<file path="src/rtl/ex_div_unit.sv">
// Iterative 32-bit DIV/DIVU unit for the EX stage: one restoring quotient bit per cycle.
// Optional macro DIV_ZERO_FAST_EN: a zero divisor skips RUN and completes one cycle after start.
module ex_div_unit (
    input  logic        clk,
    input  logic        rst,
    input  logic        start,
    input  logic        signed_div,
    input  logic [31:0] dividend,
    input  logic [31:0] divisor,
    input  logic        cancel,
    output logic        stall_req,
    output logic        busy,
    output logic        done,
    output logic [31:0] quotient,
    output logic [31:0] remainder
);

    typedef enum logic [1:0] {S_IDLE, S_RUN, S_DONE} state_t;

    state_t      r_state;
    state_t      w_state_next;
    logic [4:0]  r_count;
    logic [31:0] r_prem;
    logic [31:0] r_dvd;
    logic [31:0] r_dvs;
    logic [31:0] r_dvd_raw;
    logic        r_qsign;
    logic        r_rsign;
    logic        r_dzero;
    logic        r_busy;
    logic        r_done;
    logic [31:0] r_quot;
    logic [31:0] r_rem;

    logic        w_accept;
    logic        w_div_zero_in;
    logic        w_last;
    logic [31:0] w_dvd_mag;
    logic [31:0] w_dvs_mag;
    logic [32:0] w_shift;
    logic [32:0] w_trial;
    logic [31:0] w_prem_step;
    logic [31:0] w_dvd_step;
    logic [31:0] w_quot_fix;
    logic [31:0] w_rem_fix;

    assign w_accept      = start & ~cancel;
    assign w_div_zero_in = (divisor == 32'd0);
    assign w_last        = (r_count == 5'd31);
    assign w_dvd_mag     = (signed_div & dividend[31]) ? -dividend : dividend;
    assign w_dvs_mag     = (signed_div & divisor[31])  ? -divisor  : divisor;

    // Restoring step: the quotient bits shift into the low end of the dividend register
    assign w_shift     = {r_prem, r_dvd[31]};
    assign w_trial     = w_shift - {1'b0, r_dvs};
    assign w_prem_step = w_trial[32] ? w_shift[31:0] : w_trial[31:0];
    assign w_dvd_step  = {r_dvd[30:0], ~w_trial[32]};

    assign w_quot_fix = r_dzero ? 32'hFFFF_FFFF :
                        (r_qsign ? -w_dvd_step : w_dvd_step);
    assign w_rem_fix  = r_dzero ? r_dvd_raw :
                        (r_rsign ? -w_prem_step : w_prem_step);

    always_ff @(posedge clk) begin
        if (rst) begin
            r_state <= S_IDLE;
        end else begin
            r_state <= w_state_next;
        end
    end

    always_comb begin
        w_state_next = r_state;
        case (r_state)
            S_IDLE: begin
                if (w_accept) begin
`ifdef DIV_ZERO_FAST_EN
                    w_state_next = w_div_zero_in ? S_DONE : S_RUN;
`else
                    w_state_next = S_RUN;
`endif
                end
            end
            S_RUN: begin
                if (w_last) begin
                    w_state_next = S_DONE;
                end
            end
            S_DONE: begin
                w_state_next = S_IDLE;
            end
            default: begin
                w_state_next = S_IDLE;
            end
        endcase
        if (cancel) begin
            w_state_next = S_IDLE;
        end
    end

    always_comb begin
        stall_req = 1'b0;
        case (r_state)
            S_IDLE:  stall_req = start & ~cancel;
            S_RUN:   stall_req = 1'b1;
            default: stall_req = 1'b0;
        endcase
    end

    always_ff @(posedge clk) begin
        if (rst) begin
            r_count   <= 5'd0;
            r_prem    <= 32'd0;
            r_dvd     <= 32'd0;
            r_dvs     <= 32'd0;
            r_dvd_raw <= 32'd0;
            r_qsign   <= 1'b0;
            r_rsign   <= 1'b0;
            r_dzero   <= 1'b0;
            r_busy    <= 1'b0;
            r_done    <= 1'b0;
            r_quot    <= 32'd0;
            r_rem     <= 32'd0;
        end else begin
            r_busy <= (w_state_next == S_RUN);
            r_done <= (w_state_next == S_DONE);
            case (r_state)
                S_IDLE: begin
                    if (w_accept) begin
                        r_count   <= 5'd0;
                        r_prem    <= 32'd0;
                        r_dvd     <= w_dvd_mag;
                        r_dvs     <= w_dvs_mag;
                        r_dvd_raw <= dividend;
                        r_qsign   <= signed_div & (dividend[31] ^ divisor[31]);
                        r_rsign   <= signed_div & dividend[31];
                        r_dzero   <= w_div_zero_in;
`ifdef DIV_ZERO_FAST_EN
                        if (w_div_zero_in) begin
                            r_quot <= 32'hFFFF_FFFF;
                            r_rem  <= dividend;
                        end
`endif
                    end
                end
                S_RUN: begin
                    if (!cancel) begin
                        r_prem  <= w_prem_step;
                        r_dvd   <= w_dvd_step;
                        r_count <= r_count + 5'd1;
                        if (w_last) begin
                            r_quot <= w_quot_fix;
                            r_rem  <= w_rem_fix;
                        end
                    end
                end
                default: begin
                end
            endcase
        end
    end

    assign busy      = r_busy;
    assign done      = r_done;
    assign quotient  = r_quot;
    assign remainder = r_rem;

endmodule

</file>
<file path="config.mk">
export PLATFORM = sky130hd
export DESIGN_NAME = ex_div_unit
export DESIGN_NICKNAME = d
export VERILOG_FILES = /design/src/rtl/ex_div_unit.sv
export SDC_FILE = /design/constraint.sdc
export NUM_CORES = 1
export LEC_CHECK = 0
export ABC_AREA = 1
export CAP_MARGIN = 20
export CORE_ASPECT_RATIO = 1.25
export CORE_MARGIN = 4
export CORE_UTILIZATION = 40
export DETAILED_ROUTE_END_ITERATION = 12
export GPL_TIMING_DRIVEN = 1
export PLACE_DENSITY_LB_ADDON = 0.2
export SYNTH_ARGS = -nofsm -noshare
export SYNTH_HDL_FRONTEND = slang
export SYNTH_SLANG_ARGS = --single-unit
</file>
<file path="constraint.sdc">
create_clock -name clk -period 3.36 [get_ports clk]
set_input_delay 0.84 -clock clk [delete_from_list [all_inputs] [get_ports clk]]
set_output_delay 0.84 -clock clk [all_outputs]
set_load 0.03 [all_outputs]
</file>
* After elaboration in Yosys (flattened, before gate mapping)
Cells that the tools add are included.
** Cells by class
- Muxes and demuxes :: 21
- Add/sub/neg operators :: 6
- Bitwise gates (word level) :: 7
- Reduce and logical (&&, ||, !) cells :: 6
- Equal/unequal tests :: 6
** Operators with widths (number)
- 2-to-1 mux 32 bit :: 11
- negator 32 bit :: 4
- one-hot mux 32 bit (2 select lines) :: 2
- subtractor 33 x 32 -> 33 bit :: 1
- logical NOT 32 bit :: 1
- 2-to-1 mux 5 bit :: 2
- one-hot mux 5 bit (2 select lines) :: 1
- 2-to-1 mux 2 bit :: 3
- AND reduction 3 bit :: 2
- adder 5 x 1 -> 5 bit (second input constant) :: 1
- == test 5 bit (second input constant) :: 1
- bitwise AND 1 bit :: 4
- == test 2 x 1 -> 1 bit (second input constant) :: 2
- inequality test 2 bit (second input constant) :: 2
- one-hot mux 2 bit (2 select lines) :: 1
- == test 2 bit (second input constant) :: 1
- logical NOT 2 bit :: 1
- inverter 1 bit :: 2
- one-hot mux 1 bit (2 select lines) :: 1
- AND reduction 2 bit :: 1
- nonzero test 2 bit :: 1
- bitwise XOR 1 bit :: 1
** Storage, ports and cells
- Flip-flop bits (word level) :: 204
- Logic and storage cells :: 59
- Input bits :: 69
- Output and inout port bits :: 67

* Longest topological paths before layout
- Depth in word-level cells :: 6
- Mapped depth :: 28
- Depth with buffers taken out :: 27

* Least setup slack after synthesis
OpenSTA, ideal clock, no wires.
- Path kind :: reg-to-reg
- Start :: register r_dvd[31]
- End :: register r_quot[30], in the netlist quotient[30]
- Setup time :: 0.117 ns
- Arrival time :: 3.481 ns
- Period minus slack after synthesis :: 3.598 ns
- Setup slack :: -0.238 ns
- Data required time :: 3.243 ns
- Path buffers :: 1
- Stages on the path, launching flop included :: 28
- Cell sequence :: dfxtp_1 inv_1 ha_1 inv_1 fa_1 nand2_1 nand2_1 nand3_1 nand2_2 nand2_1 nand2_2 nand2_4 nand3_4 nand2_8 buf_8 ha_1 nand3_1 nand3b_1 nor2_1 nand4_1 nand2_1 o21ai_0 a21oi_1 o21ai_0 a21oi_1 xor2_1 o221ai_1 inv_1
** On the way
- Longest elaborated chain between the ends :: 5
** RTL lines
- start, declared :: line 24 : logic [31:0] r_dvd;
- start signal, assigned :: line 132 : r_dvd <= w_dvd_mag;
- start signal, assigned :: line 149 : r_dvd <= w_dvd_step;
- subtractor 33 x 32 -> 33 bit :: line 55 : assign w_trial = w_shift - {1'b0, r_dvs};
- inverter 1 bit :: line 57 : assign w_dvd_step = {r_dvd[30:0], ~w_trial[32]};
- negator 32 bit :: line 60 : (r_qsign ? -w_dvd_step : w_dvd_step);
- 2-to-1 mux 32 bit :: line 60
- 2-to-1 mux 32 bit :: line 59 : assign w_quot_fix = r_dzero ? 32'hFFFF_FFFF :
- end signal, assigned :: line 152 : r_quot <= w_quot_fix;
- end, declared :: line 32 : logic [31:0] r_quot;
Every way passes these cells.
A chain may end at the register's enable or synchronous reset.

* Worst setup path in the final report
Ends and elaborated chain as after synthesis.

==> impl_metrics.ini <==
[power_and_ir_drop]
internal-power_w = 0.00475
seq_power_share = 0.377
pwr_density_cell_nw_per_um2 = 367
power.switching_w = 0.00210
finalPower_w = 0.00685
peakVddDrop_mv = 0.404
p_sw_frac = 0.307
combPwrFrac = 0.223
leakage_nw = 9.07
pwr-share-clk = 0.400

[clock_network]
clk_pin_slew_worst_paths_ns = 0.06
cts_tree = done
clock-root-buffer = clkbuf_16
clk_latency_ns = 0.54
cts.sinks = 204
cts.path.max_buffers = 3
numCtsBuffers = 24
cts_hold_buf = 0
cts_max_level = 1

[floorplanning]
fp.dieW_um = 175
io_pins = 136
die_h_um = 217
core-area_um2 = 34500
dieArea_um2 = 38100
start_util = 0.406
fp-row-count = 76

[yosys]
netlist_area_um2 = 14000
syn_nets = 2341
synth_cells = 2233
yosys_warnings = 0
synth-edff-count = 0
synth-seq-area-share = 0.292
synth-seq-cells = 204
synth_flop_cell = dfxtp_1
yosysUniqueCellTypes = 55
synthArstFlopShare = 0
syn_area_per_cell_um2 = 6.27

[detailed_routing]
viasPerCell = 5.13
drtIter0Drc = 1052
drcViolationCount = 0
wirelength_um = 52100
firstDrtPassIters = 5
drtAntennaViolNets = 0
wl_per_cell_um = 17.3
vias = 15500

[place]
dp_hpwl_um = 41100
post-place-ws_ns = -0.219
dp.cells = 2956
io_buffer_count = 135
globalplace.congestion = 0.950

[layout]
stdcell_count = 3013
syn_to_final_growth_pct = 33.1
antenna_cells = 0
nNetsFinal = 2636
layout-drive-gt1-share = 0.191

[critical_path]
crit_slowest_cell = dfxtp_2
cp_max_fo = 3
cp_slowest_stage_delay_ns = 0.34
path_buf_inv = 3
critPathCaptureType = flop
required_ns = 3.85
cp_common_cell = nand2_2
start_kind = flop
crit_type = reg -> reg
cp.arrival_ns = 3.80
cpLargestDelayFamily = simple AND/OR/NAND/NOR gates

[global_routing]
grt_use_met1 = 0.302
grt_start_max_net_pins = 62
use_met2 = 0.479
use_met3 = 0.0280
grtUsageTotal = 0.261
antenna_found_initial = 0
grt_overflow_total = 0
grt_pass1_wl_um = 79100
busiest_layer = met2
grt_pass1_vias = 14900

[timing]
fin_skew_ns = 0.0151
rsz0062_at_grt = yes
max_freq_mhz = 301
hold_viol_final = 0
holdWs_ns = 0.468
fin_crit_ns = 3.32
min_period_over_period = 0.988
slew_headroom = 0.308
worst_slack_ns = 0.0415
tightest_slew_ns = 1.04
slew_violations = 0
setup_viol = 0

[run]
maxCapViolations = 0

[hold_path]
min_path_type = reg -> reg

[run_status]
status = complete, no violations
[final timing paths]
| path | startpoint | end | slack, ns | depth (start not counted) |
|---|---|---|---|---|
| worst max-delay path | r_dvd[31] | quotient[30] | 0.04 | 26 |
| worst min-delay path | remainder[19] | remainder[19] | 0.47 | 2 |
| worst max register to register | r_dvd[31] | quotient[30] | 0.04 | 26 |
| worst min register to register | remainder[19] | remainder[19] | 0.47 | 2 |
[placed cells by master, fill, tap and decap left out, types with 20 or more instances in the layout]
master and instances:
nor3_1 31, xnor2_1 23, nand3_1 109, o221ai_1 32, dfxtp_1 191, a21oi_1 195, inv_1 333, clkdlybuf4s50_1 134
nand2_1 547, clkbuf_16 25, xor2_1 44, o22ai_1 21, o21ai_0 136, nand2_2 64, inv_2 20, buf_4 220
nor2_2 28, nor2_1 152
[cell families (layout without fill, tap and decap cells)]
group,Yosys count,after routing,share of synthesized area
adders and majority gates,39,39,0.0354
AOI/OAI and AO/OA,458,458,0.186
buffers and inverters,445,757,0.125
and+or+nand+nor,1016,1016,0.318
xor gates and xnor gates,71,71,0.0444
DFF,204,204,0.292
[state kept, by name (all words and copies together) (netlist names), 2 cells and up]
signal     cells
quotient      32
r_count        5
r_dvd         32
remainder     32
r_dvd_raw     32
r_dvs         32
r_prem        32
r_state        2
[power by group through the flow]
stage	clock network [W]	registers [W]	logic, W
after floorplan	0	0.00259	0.000852
after global placement	0	0.00262	0.00142
after detailed placement	0	0.00263	0.00143
after CTS	0.00277	0.00257	0.00146
after global routing	0.00287	0.00258	0.00168
final	0.00274	0.00258	0.00153
[stage by stage]
stage           util  area (um^2)  TNS [ns]
6_report       0.540        18600         0
5_1_grt        0.540        18600    -0.917
4_1_cts        0.526        18100         0
3_5_place_dp   0.498        17200     -2.17
3_3_place_gp   0.498        17200     -1.70
2_1_floorplan      -        14000         0
[synthesized netlist by cell type (27+ instances only)]
cell | instances | area, um^2
inv_1 | 346 | 1300
ha_1 | 38 | 475
nand2_1 | 571 | 2140
o221ai_1 | 32 | 280
a21oi_1 | 200 | 1000
o21ai_0 | 142 | 711
clkbuf_1 | 74 | 278
dfxtp_1 | 204 | 4080
nor2_1 | 177 | 664
nand3_1 | 122 | 611
xor2_1 | 44 | 385
nor3_1 | 33 | 165
nand2_2 | 41 | 257
xnor2_1 | 27 | 236
[final cells by class]
class,count,area [um^2]
Clock inverter,12,145
Inverter,355,1340
Tap cell,468,586
Timing Repair Buffer,359,3080
Fill cell,3476,15900
Sequential cell,204,4100
Clock buffer,31,668
Multi-Input combinational cell,1584,8720
[layer usage]
layer / share of wire / vias to the layer above / wire length [um]
met5: 0 / - / 0
met4: 0.048 / 0 / 2490
met3: 0.042 / 103 / 2210
met2: 0.51 / 402 / 26500
met1: 0.40 / 7192 / 20900
li1: - / 7767 / -
[repair_timing]
| item | CTS | global route |
|---|---|---|
| pin swaps | 12 | 41 |
| setup endpoints to repair | 10 | 38 |
| setup buffers | 4 | 12 |
| cloned | 0 | 0 |
| resized for setup | 20 | 107 |
[worst min-delay path: stages (launching register included)]
cell and delay, ns:
dfxtp_1 0.31, nand2_1 0.06, a21oi_1 0.05
Note: power is estimated with default switching activity, not from simulation.
